### config.mk
export PLATFORM = sky130hd
export DESIGN_NAME = risc_controller_flat
export DESIGN_NICKNAME = d
export VERILOG_FILES = /design/src/rtl/risc_ctrl_if.sv /design/src/rtl/risc_controller.sv /design/src/flat_wrapper.sv
export SDC_FILE = /design/constraint.sdc
export NUM_CORES = 1
export LEC_CHECK = 0
export CAP_MARGIN = 15
export CORE_AREA = 2 2 39 41
export CTS_BUF_LIST = sky130_fd_sc_hd__clkbuf_8 sky130_fd_sc_hd__clkbuf_16
export CTS_CLUSTER_SIZE = 14
export DETAILED_ROUTE_END_ITERATION = 10
export DIE_AREA = 0 0 41 43
export GPL_TIMING_DRIVEN = 0
export PLACE_DENSITY_LB_ADDON = 0.12
export SLEW_MARGIN = 20
export SYNTH_ARGS = -nofsm -noshare
export SYNTH_HDL_FRONTEND = slang
export SYNTH_SLANG_ARGS = --single-unit
### constraint.sdc
create_clock -name clk -period 1.8 [get_ports clk]
set_clock_uncertainty 0.2 [all_clocks]
set_input_delay 0.45 -clock clk [delete_from_list [all_inputs] [get_ports clk]]
set_output_delay 0.45 -clock clk [all_outputs]
set_load 0.05 [all_outputs]
### src/rtl/risc_ctrl_if.sv
// Signal bundle between the instruction-sequencing controller and the CPU datapath.
// The controller is the master: it consumes IR/flag/ready and drives all strobes.
interface risc_ctrl_if;
    logic [2:0] opcode;
    logic       zero;
    logic       mem_ready;
    logic       sel;
    logic       rd;
    logic       ld_ir;
    logic       inc_pc;
    logic       ld_pc;
    logic       ld_ac;
    logic       ac_src;
    logic [2:0] alu_op;
    logic       wr;
    logic       data_e;
    logic       halt;
    logic [2:0] phase;

    modport master (
        input  opcode, zero, mem_ready,
        output sel, rd, ld_ir, inc_pc, ld_pc, ld_ac, ac_src, alu_op, wr, data_e, halt, phase
    );

    modport slave (
        output opcode, zero, mem_ready,
        input  sel, rd, ld_ir, inc_pc, ld_pc, ld_ac, ac_src, alu_op, wr, data_e, halt, phase
    );
endinterface

### src/rtl/risc_controller.sv
// Eight-phase fetch/execute sequencer for the 8-bit accumulator CPU.
//
// state        | meaning
// S_INST_ADDR  | 0: PC drives memory address
// S_INST_FETCH | 1: read instruction, wait for mem_ready
// S_INST_LOAD  | 2: load IR
// S_IDLE       | 3: IR valid, settle
// S_OP_ADDR    | 4: operand address, PC increment or halt
// S_OP_FETCH   | 5: operand read, waits for mem_ready on ALU-type ops
// S_ALU_OP     | 6: skip / jump / present store data
// S_STORE      | 7: accumulator load, memory write, jump
// S_HALTED     | sticky halt, left only by reset
module risc_controller (
    input  logic clk,
    input  logic rst_n,
    risc_ctrl_if.master bus
);
    localparam logic [2:0] OP_HLT = 3'b000;
    localparam logic [2:0] OP_SKZ = 3'b001;
    localparam logic [2:0] OP_ADD = 3'b010;
    localparam logic [2:0] OP_SUB = 3'b011;
    localparam logic [2:0] OP_AND = 3'b100;
    localparam logic [2:0] OP_LDA = 3'b101;
    localparam logic [2:0] OP_STO = 3'b110;
    localparam logic [2:0] OP_JMP = 3'b111;

    typedef enum logic [3:0] {
        S_INST_ADDR  = 4'd0,
        S_INST_FETCH = 4'd1,
        S_INST_LOAD  = 4'd2,
        S_IDLE       = 4'd3,
        S_OP_ADDR    = 4'd4,
        S_OP_FETCH   = 4'd5,
        S_ALU_OP     = 4'd6,
        S_STORE      = 4'd7,
        S_HALTED     = 4'd8
    } state_t;

    state_t state, next_state;
    logic   is_aluop;

    assign is_aluop = (bus.opcode == OP_ADD) || (bus.opcode == OP_SUB) ||
                      (bus.opcode == OP_AND) || (bus.opcode == OP_LDA);

    always_ff @(posedge clk or negedge rst_n) begin
        if (!rst_n) state <= S_INST_ADDR;
        else        state <= next_state;
    end

    always_comb begin
        next_state  = state;
        bus.sel     = 1'b0;
        bus.rd      = 1'b0;
        bus.ld_ir   = 1'b0;
        bus.inc_pc  = 1'b0;
        bus.ld_pc   = 1'b0;
        bus.ld_ac   = 1'b0;
        bus.wr      = 1'b0;
        bus.data_e  = 1'b0;
        bus.halt    = 1'b0;
        bus.ac_src  = (bus.opcode == OP_LDA);
        bus.phase   = (state == S_HALTED) ? 3'd4 : state[2:0];
        case (bus.opcode)
            OP_SUB:  bus.alu_op = 3'b001;
            OP_AND:  bus.alu_op = 3'b010;
            default: bus.alu_op = 3'b000;
        endcase

        case (state)
            S_INST_ADDR: begin
                bus.sel    = 1'b1;
                next_state = S_INST_FETCH;
            end
            S_INST_FETCH: begin
                bus.sel = 1'b1;
                bus.rd  = 1'b1;
                if (bus.mem_ready) next_state = S_INST_LOAD;
            end
            S_INST_LOAD: begin
                bus.sel    = 1'b1;
                bus.rd     = 1'b1;
                bus.ld_ir  = 1'b1;
                next_state = S_IDLE;
            end
            S_IDLE: begin
                bus.sel    = 1'b1;
                bus.rd     = 1'b1;
                next_state = S_OP_ADDR;
            end
            S_OP_ADDR: begin
                if (bus.opcode == OP_HLT) begin
                    bus.halt   = 1'b1;
                    next_state = S_HALTED;
                end else begin
                    bus.inc_pc = 1'b1;
                    next_state = S_OP_FETCH;
                end
            end
            S_OP_FETCH: begin
                bus.rd = is_aluop;
                // only operand reads stall; SKZ/STO/JMP never touch read data
                if (!is_aluop || bus.mem_ready) next_state = S_ALU_OP;
            end
            S_ALU_OP: begin
                bus.rd     = is_aluop;
                bus.inc_pc = (bus.opcode == OP_SKZ) && bus.zero;
                bus.ld_pc  = (bus.opcode == OP_JMP);
                bus.data_e = (bus.opcode == OP_STO);
                next_state = S_STORE;
            end
            S_STORE: begin
                bus.rd     = is_aluop;
                bus.ld_ac  = is_aluop;
                bus.ld_pc  = (bus.opcode == OP_JMP);
                bus.wr     = (bus.opcode == OP_STO);
                bus.data_e = (bus.opcode == OP_STO);
                next_state = S_INST_ADDR;
            end
            S_HALTED: begin
                bus.halt = 1'b1;
            end
            default: next_state = S_INST_ADDR;
        endcase
    end
endmodule
### src/flat_wrapper.sv
// flat-port wrapper written by rule: the top's interface ports become plain ports
module risc_controller_flat 
  (clk, rst_n, bus_opcode, bus_zero, bus_mem_ready, bus_sel, bus_rd, bus_ld_ir, bus_inc_pc, bus_ld_pc, bus_ld_ac, bus_ac_src, bus_alu_op, bus_wr, bus_data_e, bus_halt, bus_phase);
  risc_ctrl_if bus_i ();
  input  logic clk;
  input  logic rst_n;
  input wire logic [$bits(bus_i.opcode)-1:0] bus_opcode;
  input wire logic [$bits(bus_i.zero)-1:0] bus_zero;
  input wire logic [$bits(bus_i.mem_ready)-1:0] bus_mem_ready;
  output wire logic [$bits(bus_i.sel)-1:0] bus_sel;
  output wire logic [$bits(bus_i.rd)-1:0] bus_rd;
  output wire logic [$bits(bus_i.ld_ir)-1:0] bus_ld_ir;
  output wire logic [$bits(bus_i.inc_pc)-1:0] bus_inc_pc;
  output wire logic [$bits(bus_i.ld_pc)-1:0] bus_ld_pc;
  output wire logic [$bits(bus_i.ld_ac)-1:0] bus_ld_ac;
  output wire logic [$bits(bus_i.ac_src)-1:0] bus_ac_src;
  output wire logic [$bits(bus_i.alu_op)-1:0] bus_alu_op;
  output wire logic [$bits(bus_i.wr)-1:0] bus_wr;
  output wire logic [$bits(bus_i.data_e)-1:0] bus_data_e;
  output wire logic [$bits(bus_i.halt)-1:0] bus_halt;
  output wire logic [$bits(bus_i.phase)-1:0] bus_phase;
  assign bus_i.opcode = bus_opcode;
  assign bus_i.zero = bus_zero;
  assign bus_i.mem_ready = bus_mem_ready;
  assign bus_sel = bus_i.sel;
  assign bus_rd = bus_i.rd;
  assign bus_ld_ir = bus_i.ld_ir;
  assign bus_inc_pc = bus_i.inc_pc;
  assign bus_ld_pc = bus_i.ld_pc;
  assign bus_ld_ac = bus_i.ld_ac;
  assign bus_ac_src = bus_i.ac_src;
  assign bus_alu_op = bus_i.alu_op;
  assign bus_wr = bus_i.wr;
  assign bus_data_e = bus_i.data_e;
  assign bus_halt = bus_i.halt;
  assign bus_phase = bus_i.phase;
  risc_controller u_core (.clk(clk), .rst_n(rst_n), .bus(bus_i));
endmodule
==> metrics <==
status=finished, violations left; failing checks=setup timing; PortBufs=19; Max Fclk=488 MHz; Largest Register=u_core.state; Int Pwr=760 µW; Post-DP Area=749 µm²; Flop pwr share=0.111; nature of the critical path startpoint=flip-flop; maxcap violations=0; first-pass GRT wire length=2.18 mm; Hold WC Path Type=primary input to async pin; Async SR Flop Fraction=1.00; setup slack, reg-to-reg=0.33 ns; Data arrival, critical path=1.40 ns; Switching Share=0.496; CTS Sinks=4; worst hold margin=0.235 ns; DRC viols=0; Largest delay share family, worst path=simple AND/OR/NAND/NOR gates; Logic pwr share=0.761; vias in the first global route=491; Critical Path End Type=output port; Rows=14; critical path cell sequence=and3b_2 > and4b_4 > and2_4 > buf_8; number of vias per cell=4.98; Worst setup startpoint=u_core.state[3]; WS Path Type=flip-flop to output port; Psw=749 µW; routability cong.=0.662; Die Height=43 µm; Reg-to-Reg End=u_core.state[2]; max reg flops=4; worst setup path end=bus_wr; CP Max Fanout=3; synthesized cell area=438 µm²; num ports=23; Post-DRT Antenna Nets=0; Final Total Pwr=1.51 mW; Seq cells post-synth=4; Max clock buf depth=2; DR pass1 iterations=4; Slowest cell on crit path=dfrtp_1; Buf+Inv Stages, Crit Path=1; Synth-to-Final Area Change=112%; Worst-Skew Late Latency=0.22 ns; post-synthesis sequential area ratio=0.229; Post-Syn Instances=53; vias post-DR=518; share of layout cells above drive strength 1=0.670; fraction of the cycle the final worst path needs=1.14; H-tree depth=1; ANT cells=0; Placed Instances=88; largest net degree at the start of global routing=11; Die ar.=0.00176 mm²; CP required=1.15 ns; total CTS buffers=3; Pins Over Slew Limit=0; antenna violations before repair=0; post-route setup slack=-0.250 ns; Iteration-0 DRC Markers=10; Mapped Nets=60; post-route cell area=928 µm²; Post-synth EDFFs=0; post-synth cell types=30; VDD IR max=0.690 mV; WL per Instance=12.6 µm; final wirelength=1.31 mm; grt ovf=0; root buf cell=clkbuf_8; core area=0.00138 mm²; Hold Buf Count CTS=0; pre-CTS WS=-1.33 ns; P per Cell Area=1630 mW/mm²; crit-path max cell delay=0.38 ns; Setup TNS=-1.36 ns; starting density of the core=0.316; Crit. path cell count=4; GRT Total Usage=0.179; fillcell total=111; Nets=97; FF-to-FF Start=u_core.state[0]; leakage power=0.410 nW; Reg2Reg Depth=4; Avg Inst Size Synth=8.26 µm²; post-layout util=0.671; largest registers=u_core.state (4); CTS tree=built; unrepaired setup endpoints after global routing=yes; yosys warns=0; Synth Flop Type=dfrtp_1; Tmin final=2.05 ns; Post-DP HPWL=845 µm; Die Wd=41 µm; # setup viols final=10; Clk pwr share=0.128; Clock transition at path regs=0.04 ns; Post-Layout Cell Count=104; Final Hold Viols=0
-- final cells by class --
class,instances,area [µm²],share of cell area
multi-input combinational,38,377,0.406
timing repair buffer,33,303,0.326
sequential,4,101,0.109
buffer,8,78.8,0.0849
clock buffer,3,41.3,0.0445
tap,16,20.0,0.0216
inverter,2,7.51,0.00809
-- repair_timing --
| item | 4_1_cts | 5_1_grt |
|---|---|---|
| pin swaps | 6 | 2 |
| endpoints found under the setup margin | 15 | 11 |
| gates resized for setup | 109 | 8 |
| setup buffers | 12 | 2 |
-- metal layers --
| layer | part of all wire | global-route usage |
|---|---|---|
| met5 | 0 | 0 |
| met4 | 0.012 | 0.0800 |
| met3 | 0.037 | 0.0314 |
| met2 | 0.54 | 0.278 |
| met1 | 0.41 | 0.231 |
-- power by group through the flow --
| stage | registers [mW] | clock network, mW | logic, mW |
|---|---|---|---|
| after floorplan | 0.151 | 0 | 0.740 |
| after global placement | 0.157 | 0 | 0.964 |
| after detailed placement | 0.157 | 0 | 0.968 |
| after CTS | 0.150 | 0.195 | 1.13 |
| after global routing | 0.171 | 0.201 | 1.22 |
| final | 0.168 | 0.193 | 1.15 |
-- cells in the mapped netlist (2+ instances only) --
| master | count | area, µm² |
|---|---|---|
| buf_6 | 2 | 22.5 |
| nor3_1 | 2 | 10.0 |
| clkbuf_1 | 3 | 11.3 |
| nand2_1 | 5 | 18.8 |
| nor2_1 | 7 | 26.3 |
| a21boi_0 | 2 | 15.0 |
| dfrtp_1 | 4 | 100 |
| a211oi_1 | 3 | 22.5 |
| buf_2 | 3 | 15.0 |
| inv_1 | 2 | 7.51 |
-- worst min path at each step --
stage               depth (start not counted)  slack [ns]         endpoint   from
finish                                      1        0.23  u_core.state[2]  rst_n
global route                                1        0.25  u_core.state[2]  rst_n
CTS                                         1        0.24  u_core.state[2]  rst_n
detailed placement                          1        0.47  u_core.state[0]  rst_n
global placement                            1        0.46  u_core.state[0]  rst_n
floorplan                                   0       -0.05  u_core.state[0]  rst_n
-- placed cells by master (no fill, tap or decap), drive strengths merged, types with 2 or more instances in the layout --
master,count
a21boi,2
dfrtp,4
buf,34
clkdlybuf4s50,2
clkbuf,6
inv,2
nor2,7
nor3,2
and3b,2
a211oi,3
nand2,5
xnor2,2
-- cells by family after synthesis --
group                     Yosys count  share of synthesized area
DFF                                 4                      0.229
and+or+nand+nor                    23                      0.280
AOI/OAI and AO/OA                  12                      0.254
other                               1                    0.00856
xor gates and xnor gates            2                     0.0829
buffers and inverters              11                      0.146
-- worst register-to-register path, cell delays in order (launching register included) --
cell,delay [ns]
dfrtp_1,0.38
buf_6,0.14
buf_4,0.14
o41ai_1,0.35
a211oi_1,0.13
Power figures use the tool's default switching activity.
